[config.mk]
export PLATFORM = sky130hd
export DESIGN_NAME = if_id_stage_flat
export DESIGN_NICKNAME = d
export VERILOG_FILES = /design/src/rtl/if_id_stage_if.sv /design/src/rtl/if_id_stage.sv /design/src/flat_wrapper.sv
export SDC_FILE = /design/constraint.sdc
export NUM_CORES = 1
export LEC_CHECK = 0
export CAP_MARGIN = 20
export CORE_MARGIN = 2
export CORE_UTILIZATION = 40
export DETAILED_ROUTE_END_ITERATION = 7
export PLACE_DENSITY = 0.78
export SLEW_MARGIN = 5
export SYNTH_ARGS = -nofsm -noshare
export SYNTH_HDL_FRONTEND = slang
export SYNTH_SLANG_ARGS = --single-unit
[constraint.sdc]
create_clock -name clk -period 2.2 [get_ports clk]
set_input_delay 0.33 -clock clk [delete_from_list [all_inputs] [get_ports clk]]
set_output_delay 0.33 -clock clk [all_outputs]
set_load 0.01 [all_outputs]
[src/rtl/if_id_stage_if.sv]
// rtl/if_id_stage_if.sv - fetch/decode handshake bundle between if_id_stage and its surroundings
interface if_id_stage_if;
  logic [31:0] imem_instr;
  logic [31:0] pc;
  logic        branch_taken;
  logic [31:0] branch_target;
  logic        jump;
  logic [31:0] jump_target;
  logic        idex_memread;
  logic [4:0]  idex_rt;
  logic [31:0] instr_id;
  logic [31:0] pc4_id;
  logic        valid_id;
  logic        bubble;
  logic        stall;

  modport master (
    input  imem_instr, branch_taken, branch_target, jump, jump_target,
           idex_memread, idex_rt,
    output pc, instr_id, pc4_id, valid_id, bubble, stall
  );

  modport slave (
    output imem_instr, branch_taken, branch_target, jump, jump_target,
           idex_memread, idex_rt,
    input  pc, instr_id, pc4_id, valid_id, bubble, stall
  );
endinterface

[src/rtl/if_id_stage.sv]
// rtl/if_id_stage.sv - PC, IF/ID register and load-use hazard logic; optional counters under IF_ID_PERF_EN
module if_id_stage #(
  parameter logic [31:0] PC_RESET = 32'h0000_0000,
  parameter logic [31:0] NOP_WORD = 32'h0000_0000
) (
  input  logic          clk,
  input  logic          rst_n,
  if_id_stage_if.master bus
`ifdef IF_ID_PERF_EN
  ,
  output logic [31:0]   stall_cycles,
  output logic [31:0]   flush_count,
  output logic [31:0]   fetch_count
`endif
);

  typedef enum logic [1:0] {BOOT, RUN, STALL} state_t;

  state_t      state_q, state_d;
  logic [31:0] pc_q, pc_d;
  logic [31:0] instr_q, instr_d;
  logic [31:0] pc4_q, pc4_d;
  logic        valid_q, valid_d;
  logic        stall, redirect, advance, flush;
  logic        rt_match;
  logic [31:0] pc_plus4, target;

  assign pc_plus4 = pc_q + 32'd4;
  assign rt_match = (bus.idex_rt == instr_q[25:21]) | (bus.idex_rt == instr_q[20:16]);
  assign stall    = valid_q & bus.idex_memread & (bus.idex_rt != 5'd0) & rt_match;
  // ID operands are stale during a stall, so redirects wait until it clears
  assign redirect = ~stall & valid_q & (bus.branch_taken | bus.jump);
  assign target   = bus.branch_taken ? bus.branch_target : bus.jump_target;

  always_comb begin
    state_d = state_q;
    pc_d    = pc_q;
    instr_d = instr_q;
    pc4_d   = pc4_q;
    valid_d = valid_q;
    advance = 1'b0;
    flush   = 1'b0;
    case (state_q)
      BOOT: begin
        advance = 1'b1;
        state_d = RUN;
      end
      RUN, STALL: begin
        if (stall) begin
          state_d = STALL;
        end else begin
          state_d = RUN;
          flush   = redirect;
          advance = ~redirect;
        end
      end
      default: state_d = BOOT;
    endcase
    if (advance) begin
      pc_d    = pc_plus4;
      instr_d = bus.imem_instr;
      pc4_d   = pc_plus4;
      valid_d = 1'b1;
    end else if (flush) begin
      pc_d    = target;
      instr_d = NOP_WORD;
      pc4_d   = 32'd0;
      valid_d = 1'b0;
    end
  end

  // Falling edge keeps this register in step with ID/EX
  always_ff @(negedge clk) begin
    if (!rst_n) begin
      state_q <= BOOT;
      pc_q    <= PC_RESET;
      instr_q <= NOP_WORD;
      pc4_q   <= 32'd0;
      valid_q <= 1'b0;
    end else begin
      state_q <= state_d;
      pc_q    <= pc_d;
      instr_q <= instr_d;
      pc4_q   <= pc4_d;
      valid_q <= valid_d;
    end
  end

`ifdef IF_ID_PERF_EN
  always_ff @(negedge clk) begin
    if (!rst_n) begin
      stall_cycles <= 32'd0;
      flush_count  <= 32'd0;
      fetch_count  <= 32'd0;
    end else begin
      if (stall && stall_cycles != 32'hFFFF_FFFF) stall_cycles <= stall_cycles + 32'd1;
      if (flush && flush_count != 32'hFFFF_FFFF)  flush_count  <= flush_count + 32'd1;
      if (advance && fetch_count != 32'hFFFF_FFFF) fetch_count <= fetch_count + 32'd1;
    end
  end
`endif

  assign bus.pc       = pc_q;
  assign bus.instr_id = instr_q;
  assign bus.pc4_id   = pc4_q;
  assign bus.valid_id = valid_q;
  assign bus.bubble   = stall | ~valid_q;
  assign bus.stall    = stall;

endmodule

[src/flat_wrapper.sv]
// flat-port wrapper written by rule: the top's interface ports become plain ports
module if_id_stage_flat 
#(
  parameter logic [31:0] PC_RESET = 32'h0000_0000,
  parameter logic [31:0] NOP_WORD = 32'h0000_0000
)
  (clk, rst_n, bus_imem_instr, bus_branch_taken, bus_branch_target, bus_jump, bus_jump_target, bus_idex_memread, bus_idex_rt, bus_pc, bus_instr_id, bus_pc4_id, bus_valid_id, bus_bubble, bus_stall);
  if_id_stage_if bus_i ();
  input  logic clk;
  input  logic rst_n;
  input wire logic [$bits(bus_i.imem_instr)-1:0] bus_imem_instr;
  input wire logic [$bits(bus_i.branch_taken)-1:0] bus_branch_taken;
  input wire logic [$bits(bus_i.branch_target)-1:0] bus_branch_target;
  input wire logic [$bits(bus_i.jump)-1:0] bus_jump;
  input wire logic [$bits(bus_i.jump_target)-1:0] bus_jump_target;
  input wire logic [$bits(bus_i.idex_memread)-1:0] bus_idex_memread;
  input wire logic [$bits(bus_i.idex_rt)-1:0] bus_idex_rt;
  output wire logic [$bits(bus_i.pc)-1:0] bus_pc;
  output wire logic [$bits(bus_i.instr_id)-1:0] bus_instr_id;
  output wire logic [$bits(bus_i.pc4_id)-1:0] bus_pc4_id;
  output wire logic [$bits(bus_i.valid_id)-1:0] bus_valid_id;
  output wire logic [$bits(bus_i.bubble)-1:0] bus_bubble;
  output wire logic [$bits(bus_i.stall)-1:0] bus_stall;
  assign bus_i.imem_instr = bus_imem_instr;
  assign bus_i.branch_taken = bus_branch_taken;
  assign bus_i.branch_target = bus_branch_target;
  assign bus_i.jump = bus_jump;
  assign bus_i.jump_target = bus_jump_target;
  assign bus_i.idex_memread = bus_idex_memread;
  assign bus_i.idex_rt = bus_idex_rt;
  assign bus_pc = bus_i.pc;
  assign bus_instr_id = bus_i.instr_id;
  assign bus_pc4_id = bus_i.pc4_id;
  assign bus_valid_id = bus_i.valid_id;
  assign bus_bubble = bus_i.bubble;
  assign bus_stall = bus_i.stall;
  if_id_stage #(.PC_RESET(PC_RESET), .NOP_WORD(NOP_WORD)) u_core (.clk(clk), .rst_n(rst_n), .bus(bus_i));
endmodule
======== Yosys cells after proc, flatten, opt, wreduce, memory -nomap -nowiden ========
Index checks and enable logic that the tools add are counted.
word-level totals
  register bits ........................... 99
  latch bits .............................. 0
  bits in writable memories ............... 0
  ROM bits ................................ 0
  input bits .............................. 106
  output and inout port bits .............. 99
  word-level logic and storage cells ...... 39
  memories ................................ 0
operators by class
  $add $sub $neg .......................... 1
  multiply operators ...................... 0
  div/mod/pow operators ................... 0
  order comparisons ....................... 0
  equal/unequal tests ..................... 4
  shifts and indexed selects .............. 0
  mux-type cells .......................... 14
  bitwise gates (word level) .............. 11
  reductions and logical operators ........ 4
operators with widths
  operator                 number
  $mux W32                 6
  $add A32 B3 Y32 const B  1
  $eq A5 B5 Y1             2
  $and A1 B1 Y1            5
  $mux W1                  5
  $reduce_bool A5 Y1       1
  $pmux W2 S2              1
  $not A1 Y1               3
  $or A1 B1 Y1             3
  $eq A2 B1 Y1 const B     1
  $eq A2 B2 Y1 const B     1
  $logic_not A2 Y1         1
  $mux W2                  1
  $pmux W1 S2              1
  $reduce_bool A2 Y1       1
  $reduce_or A2 Y1         1

======== Logic depth before layout (Yosys ltp) ========
Gate-level depths: netlist (run 1).
  depth in word-level cells ............... 10
  gate-level depth with buffers ........... 9
  mapped depth without buffers ............ 7

==> results of run 1 <==
-- kinds of logic after synthesis --
family | Yosys count | synth area share (%)
simple gates | 205 | 18.5
compound gates | 149 | 26.7
flops | 99 | 38.7
buf+inv | 64 | 5.84
xor+xnor | 37 | 6.33
mux | 16 | 3.20
fa+ha+maj | 3 | 0.733
-- layout make-up --
| type | instances | area [sq um] | area share, % |
|---|---|---|---|
| Multi-Input combinational cell | 412 | 3410 | 32.8 |
| Sequential cell | 99 | 2100 | 20.3 |
| Tap cell | 172 | 215 | 2.07 |
| Timing Repair Buffer | 381 | 3970 | 38.2 |
| Clock inverter | 106 | 437 | 4.20 |
| Clock buffer | 9 | 225 | 2.17 |
| Inverter | 9 | 33.8 | 0.325 |
-- final timing paths --
check / start / to / slack, ns / cells after the start
worst min register to register: u_core.bus.instr_id[31]$_SDFFE_NN0P_ / u_core.bus.instr_id[31]$_SDFFE_NN0P_ / 0.53 / 2
worst max-delay path: bus_idex_rt[2] / u_core.bus.instr_id[16]$_SDFFE_NN0P_ / -1.13 / 11
worst max register to register: u_core.bus.pc[17]$_SDFFE_NN0P_ / u_core.bus.pc[31]$_SDFFE_NN0P_ / -0.26 / 8
worst min-delay path: u_core.bus.instr_id[31]$_SDFFE_NN0P_ / u_core.bus.instr_id[31]$_SDFFE_NN0P_ / 0.53 / 2
-- synth_stat cells (all sizes together) (5+ instances only) --
master  instances  area share [%]
dfxtp          99              39
nor2           94             6.9
a32oi          63              11
nand2          34             2.5
clkbuf         28             2.1
buf            26             3.1
o32ai          25             6.6
a211oi         23             3.6
nor2b          23             2.8
xnor2          23             3.9
xor2           14             2.4
mux2i          13             2.5
nand3          12             1.2
nor3           11             1.1
inv            10            0.73
a21oi           6            0.66
nand4           6            0.73
o21ai           6            0.66
nand2b          5            0.61
nor4            5            0.61
o22ai           5            0.61
-- metal layers --
layer / vias to the layer above / track usage [%]
li1: 3019 / -
met1: 3316 / 35.2
met2: 461 / 59.1
met3: 102 / 11.8
met4: 0 / 16.7
met5: - / 0
-- metrics by stage --
step	setup TNS (ns)	util, %	instances
floorplan	-94.36	-	573
global placement	-157.91	65.3	1014
detailed placement	-162.80	65.3	1014
CTS	-87.81	79.8	1176
global route	-112.49	82.7	1188
finish	-109.75	82.7	1188
-- tightest hold or removal path, cell delays in order (launching register included) --
cell                      delay [ns]
sky130_fd_sc_hd__dfxtp_2        0.32
sky130_fd_sc_hd__a32oi_1        0.09
sky130_fd_sc_hd__nor2_1         0.08
-- flip-flops by register name, indices dropped and copies added, names as in the netlist --
signal	flops
u_core.bus.instr_id	32
u_core.bus.pc4_id	32
u_core.bus.pc	32
u_core.state_q	2
u_core.bus.valid_id	1
-- repair_timing --
action / 4_1_cts / 5_1_grt
resized for setup: 702 / 45
cloned: 9 / 1
setup endpoints to repair: 198 / 198
setup buffers: 46 / 16
pin swaps: 50 / 31
-- where the power goes --
part	total, mW	internal (mW)	switching (mW)
Clock	2.48	1.12	1.36
Sequential	2.14	2.00	0.139
Combinational	2.40	1.30	1.10
==> PnR_summary.wiki, run 1 <==
{| class="wikitable"
! Metric !! Value
|-
| Number of vias after detailed routing || 6898
|-
| Via density || 5.81
|-
| Distinct cells, synth || 52
|-
| Post-detail-place hpwl || 13600 um
|-
| Number of input and output port buffers inserted || 204
|-
| Wire length the detailed router placed on met1 || 8980 um
|-
| Crit path arrival time || 2.57 ns
|-
| Violations in the final reports || negative setup slack
|-
| Least-Margin Pin Slew || 0.785 ns
|-
| Kind of cell adding the most delay to the critical path || buffers and inverters
|-
| Flip-flop cell with the highest count after synthesis || sky130_fd_sc_hd__dfxtp_1
|-
| Horizontal die dimension || 117 um
|-
| Power density of the placed cells || 676 nW/um^2
|-
| Worst setup skew after layout || 0.0385 ns
|-
| Final-report hold violation count || 0
|-
| First-pass GRT wire length || 35100 um
|-
| Total design power || 7.02 mW
|-
| Nature of the critical path startpoint || primary input
|-
| CP max FO || 27
|-
| Clock transition at the registers of the reported paths || 0.05 ns
|-
| Worst slack at placement || -1.62 ns
|-
| Warnings, synthesis || 0
|-
| Cts bufs inserted || 9
|-
| Number of hold buffers added after cts || 0
|-
| Later-pin clock latency in the skew report || 0.45 ns
|-
| EDFF count, synth || 0
|-
| Detail Route met3 WL || 2320 um
|-
| Global route overflow || 0
|-
| Ordered list of cells on the worst path || clkdlybuf4s15_2 > xnor2_1 > nand2_1 > o22a_1 > buf_6 > buf_4 > o21ai_4 > buf_4 > buf_6 > a32oi_1 > nor2_1
|-
| Max-cap violations || 0
|-
| Most frequent standard cell in the layout excluding fill and tap cells || sky130_fd_sc_hd__buf_6
|-
| Starting Density || 40.8%
|-
| Highest metal layer used by the detailed router || met4
|-
| Final setup violation count || 198
|-
| Number of instances in the synthesized netlist || 573
|-
| Cell area after technology mapping || 5120 sq um
|-
| Fill count || 631
|-
| Share of the yosys chip area belonging to registers || 38.7%
|-
| Total Die Area || 13700 sq um
|-
| Number of nets in the synthesized netlist || 682
|-
| Final Max Slew Viols || 0
|-
| Critical path's slowest cell || sky130_fd_sc_hd__xnor2_1
|-
| Routed WL || 25300 um
|-
| Outcome || finished with violations
|-
| Antenna Nets Post-Route || 0
|-
| Height of the chip || 117 um
|-
| Initial antenna violation count || 0
|-
| Fin Hold WS || 0.532 ns
|-
| # nets final || 1120
|-
| Total routing usage reported by global routing || 33.5%
|-
| Highest-count cells in the layout ignoring fill and taps || sky130_fd_sc_hd__buf_6, sky130_fd_sc_hd__buf_4, sky130_fd_sc_hd__inv_1, sky130_fd_sc_hd__clkdlybuf4s50_1, sky130_fd_sc_hd__dfxtp_2
|-
| Worst Slack Setup Final || -1.13 ns
|-
| CTS tree || yes
|-
| Post-synthesis average cell area || 8.94 sq um
|-
| Via count of the first global-routing pass || 7117
|-
| Start-to-end type of the worst setup path || in -> reg
|-
| Post-synthesis async set-or-reset flop share || 0%
|-
| Unrepaired setup endpoints after global routing || yes
|-
| Root Driver || sky130_fd_sc_hd__clkbuf_16
|-
| Count of clock tree sinks || 99
|-
| Routability cong. || 0.899
|-
| Area growth from synthesis to layout || 103%
|-
| Total leakage power || 4.57 nW
|-
| Critical path's largest stage delay || 0.32 ns
|-
| Remaining DRCs || 0
|-
| Number of placed I/O pins || 205
|-
| Diodes inserted || 0
|-
| Detailed-router iteration count before antenna repair || 5
|-
| Maximum buffer depth of the clock tree || 2
|-
| Average wire per standard cell || 21.3 um
|-
| Tightest slew margin relative to the limit || 47.7%
|-
| Required time at the endpoint of the critical path || 1.44 ns
|-
| Nature of the critical path endpoint || flip-flop
|-
| Number of buffer and inverter instances along the worst setup path || 5
|-
| Path class of the lowest-slack min-delay path || reg -> reg
|-
| Largest net degree at the start of global routing || 57
|-
| Sum of met2 wire segment lengths after detailed routing || 12800 um
|-
| Seq cells post-synth || 99
|-
| Area of all placed cells without fillers || 10400 sq um
|-
| Maximum vdd drop || 0.639 mV
|-
| Placement row count || 41
|-
| H-tree depth reported by CTS || 3
|-
| Ratio of cells with drive above 1 in the final layout || 48.1%
|-
| Post-detailed-placement cell area || 8210 sq um
|-
| Core footprint || 12600 sq um
|-
| Drt initial violations || 510
|}
Note: power is estimated with default switching activity, not from simulation.
==> run 2: changes to the inputs <==
Settings changed: SKIP_CTS_REPAIR_TIMING from default to 1.
==> PnR_summary.wiki, run 2 (synthesized netlist as in run 1, its figures left out) <==
{| class="wikitable"
! Metric !! Value
|-
| Required time at the endpoint of the critical path || 1.38 ns (-0.06 ns)
|-
| Nature of the critical path startpoint || primary input
|-
| Maximum vdd drop || 0.555 mV (-13%)
|-
| CP max FO || 6 (-78%)
|-
| Core footprint || 12600 sq um (unchanged)
|-
| Starting Density || 40.8% (unchanged)
|-
| Violations in the final reports || negative setup slack
|-
| Number of input and output port buffers inserted || 204 (unchanged)
|-
| Critical path's slowest cell || sky130_fd_sc_hd__a211oi_2
|-
| Tightest slew margin relative to the limit || 43.1% (-4.6 points)
|-
| Detailed-router iteration count before antenna repair || 6 (+1)
|-
| Average wire per standard cell || 23.6 um (+11%)
|-
| H-tree depth reported by CTS || 3 (unchanged)
|-
| Accumulated negative setup slack || -100.42 ns (+9.32 ns)
|-
| Nature of the critical path endpoint || flip-flop
|-
| Top Usage Layer GRT || met2
|-
| Post-detailed-placement cell area || 8210 sq um (unchanged)
|-
| Register-to-Register Path Depth || 9 (+1)
|-
| Final Max Slew Viols || 0 (unchanged)
|-
| Horizontal die dimension || 117 um (unchanged)
|-
| Initial antenna violation count || 0 (unchanged)
|-
| First-pass GRT wire length || 29200 um (-17%)
|-
| Placement row count || 41 (unchanged)
|-
| Total Die Area || 13700 sq um (unchanged)
|-
| Final setup violation count || 198 (unchanged)
|-
| Crit path arrival time || 2.51 ns (-0.06 ns)
|-
| Area of all placed cells without fillers || 10700 sq um (+3.0%)
|-
| Number of vias after detailed routing || 7212 (+4.6%)
|-
| Drt initial violations || 737 (+45%)
|-
| Combined area of the multi-input logic cells || 3620 sq um (+6.1%)
|-
| Critical path's largest stage delay || 0.52 ns (+0.20 ns)
|-
| Later-pin clock latency in the skew report || 0.47 ns (+0.02 ns)
|-
| Number of placed instances with taps included || 1014 (unchanged)
|-
| Total leakage power || 4.66 nW (+2.0%)
|-
| Diodes inserted || 0 (unchanged)
|-
| Outcome || finished with violations
|-
| Routability cong. || 0.899 (unchanged)
|-
| Largest net degree at the start of global routing || 57 (unchanged)
|-
| Routed WL || 28100 um (+11%)
|-
| Via density || 6.04 (+4.0%)
|-
| Height of the chip || 117 um (unchanged)
|-
| Total design power || 7.26 mW (+3.4%)
|-
| Path class of the lowest-slack min-delay path || reg -> reg
|-
| Highest-count cells in the layout ignoring fill and taps || sky130_fd_sc_hd__buf_6, sky130_fd_sc_hd__buf_4, sky130_fd_sc_hd__inv_1, sky130_fd_sc_hd__clkdlybuf4s50_1, sky130_fd_sc_hd__dfxtp_2
|-
| Fraction of met2 tracks used by global routing || 47.7% (-11 points)
|-
| Ratio of cells with drive above 1 in the final layout || 50.8% (+2.7 points)
|-
| Count of cells along the worst hold path || 2 (unchanged)
|-
| Most common cell on crit path || sky130_fd_sc_hd__buf_6
|-
| Clock transition at the registers of the reported paths || 0.04 ns (about the same)
|-
| Post-detail-place hpwl || 13600 um (unchanged)
|-
| Least-Margin Pin Slew || 0.853 ns (+0.0685 ns)
|-
| Area growth from synthesis to layout || 109%
|-
| Worst slack at placement || -1.62 ns (unchanged)
|-
| Core utilization of the finished layout || 85.1% (+2.4 points)
|-
| FF+latch area || 2110 sq um (about the same)
|-
| Antenna Nets Post-Route || 0 (unchanged)
|-
| Global route overflow || 0 (unchanged)
|-
| Number of buffer and inverter instances along the worst setup path || 5 (unchanged)
|-
| Non-Filler Instances || 1194 (+0.51%)
|-
| Via count of the first global-routing pass || 6454 (-9.3%)
|-
| Unrepaired setup endpoints after global routing || yes
|-
| Power density of the placed cells || 679 nW/um^2 (+0.47%)
|-
| Cts bufs inserted || 9 (unchanged)
|-
| Fill count || 561 (-11%)
|-
| GR Layer Usage met3 || 11.2% (-0.67 points)
|-
| Total routing usage reported by global routing || 27.2% (-6.3 points)
|-
| Worst Slack Setup Final || -1.13 ns (-0.000220 ns)
|-
| Fin Hold WS || 0.503 ns (-0.0293 ns)
|-
| Grt met1 use || 28.5% (-6.7 points)
|-
| Root Driver || sky130_fd_sc_hd__clkbuf_16
|-
| Start-to-end type of the worst setup path || in -> reg
|-
| Final-report hold violation count || 0 (unchanged)
|-
| # nets final || 1126 (+0.54%)
|-
| Remaining DRCs || 0 (unchanged)
|-
| CTS tree || yes
|-
| Kind of cell adding the most delay to the critical path || compound AO/OA/AOI/OAI gates
|-
| Count of clock tree sinks || 99 (unchanged)
|-
| Max-cap violations || 0 (unchanged)
|-
| Worst setup skew after layout || 0.0571 ns (+0.0186 ns)
|-
| Instance count on the critical path || 11 (unchanged)
|-
| Number of placed I/O pins || 205 (unchanged)
|-
| Ordered list of cells on the worst path || clkbuf_2 > buf_6 > xnor2_4 > nand3_2 > o22a_2 > buf_6 > a21bo_4 > buf_6 > clkbuf_16 > a211oi_2 > o32ai_2
|-
| Maximum buffer depth of the clock tree || 2 (unchanged)
|-
| Most frequent standard cell in the layout excluding fill and tap cells || sky130_fd_sc_hd__buf_6
|}
[run 2: cell types whose count changed in the layout (fill, tap and decap cells not counted), moves of 4 or more]
| cell | change |
|---|---|
| sky130_fd_sc_hd__buf_16 | -6 |
| sky130_fd_sc_hd__a211oi_1 | -9 |
| sky130_fd_sc_hd__buf_4 | -4 |
| sky130_fd_sc_hd__clkbuf_16 | +9 |
| sky130_fd_sc_hd__a211oi_2 | +7 |
| sky130_fd_sc_hd__a32oi_1 | -14 |
| sky130_fd_sc_hd__clkbuf_2 | +4 |
| sky130_fd_sc_hd__buf_6 | +9 |
| sky130_fd_sc_hd__a32oi_2 | +14 |
[run 2: final cells by class]
| cell class | instances | area share, % |
|---|---|---|
| Timing Repair Buffer | 387 | 38.0 |
| Multi-Input combinational cell | 412 | 33.8 |
| Sequential cell | 99 | 19.7 |
| Clock inverter | 106 | 4.08 |
| Clock buffer | 9 | 2.10 |
| Tap cell | 172 | 2.01 |
| Inverter | 9 | 0.316 |
[run 2: where the power goes]
part	total [mW]	internal [mW]	switching [mW]
clock network	2.58	1.12	1.46
logic	2.54	1.35	1.19
registers	2.14	2.00	0.146
[run 2: path summary, 6_finish.rpt]
kind,start,end,slack (ns)
worst max-delay path,bus_idex_rt[3],u_core.bus.pc[3]$_SDFFE_NN0P_,-1.13
worst min-delay path,u_core.bus.pc4_id[2]$_SDFFE_NN0P_,u_core.bus.pc4_id[2]$_SDFFE_NN0P_,0.50
worst max register to register,u_core.state_q[0]$_SDFF_NN0_,u_core.bus.pc[3]$_SDFFE_NN0P_,-0.49
worst min register to register,u_core.bus.pc4_id[2]$_SDFFE_NN0P_,u_core.bus.pc4_id[2]$_SDFFE_NN0P_,0.50
[run 2: per-layer routing]
| metal | up-vias | wire length [um] |
|---|---|---|
| met4 | 0 | 1770 |
| met2 | 597 | 13900 |
| met1 | 3415 | 9400 |
| li1 | 3018 | - |
| met3 | 182 | 3040 |
| met5 | - | 0 |
[run 2: worst min-delay path, stage by stage (launching register included)]
cell,delay [ns]
sky130_fd_sc_hd__dfxtp_2,0.32
sky130_fd_sc_hd__nand3_1,0.08
sky130_fd_sc_hd__a21oi_1,0.06
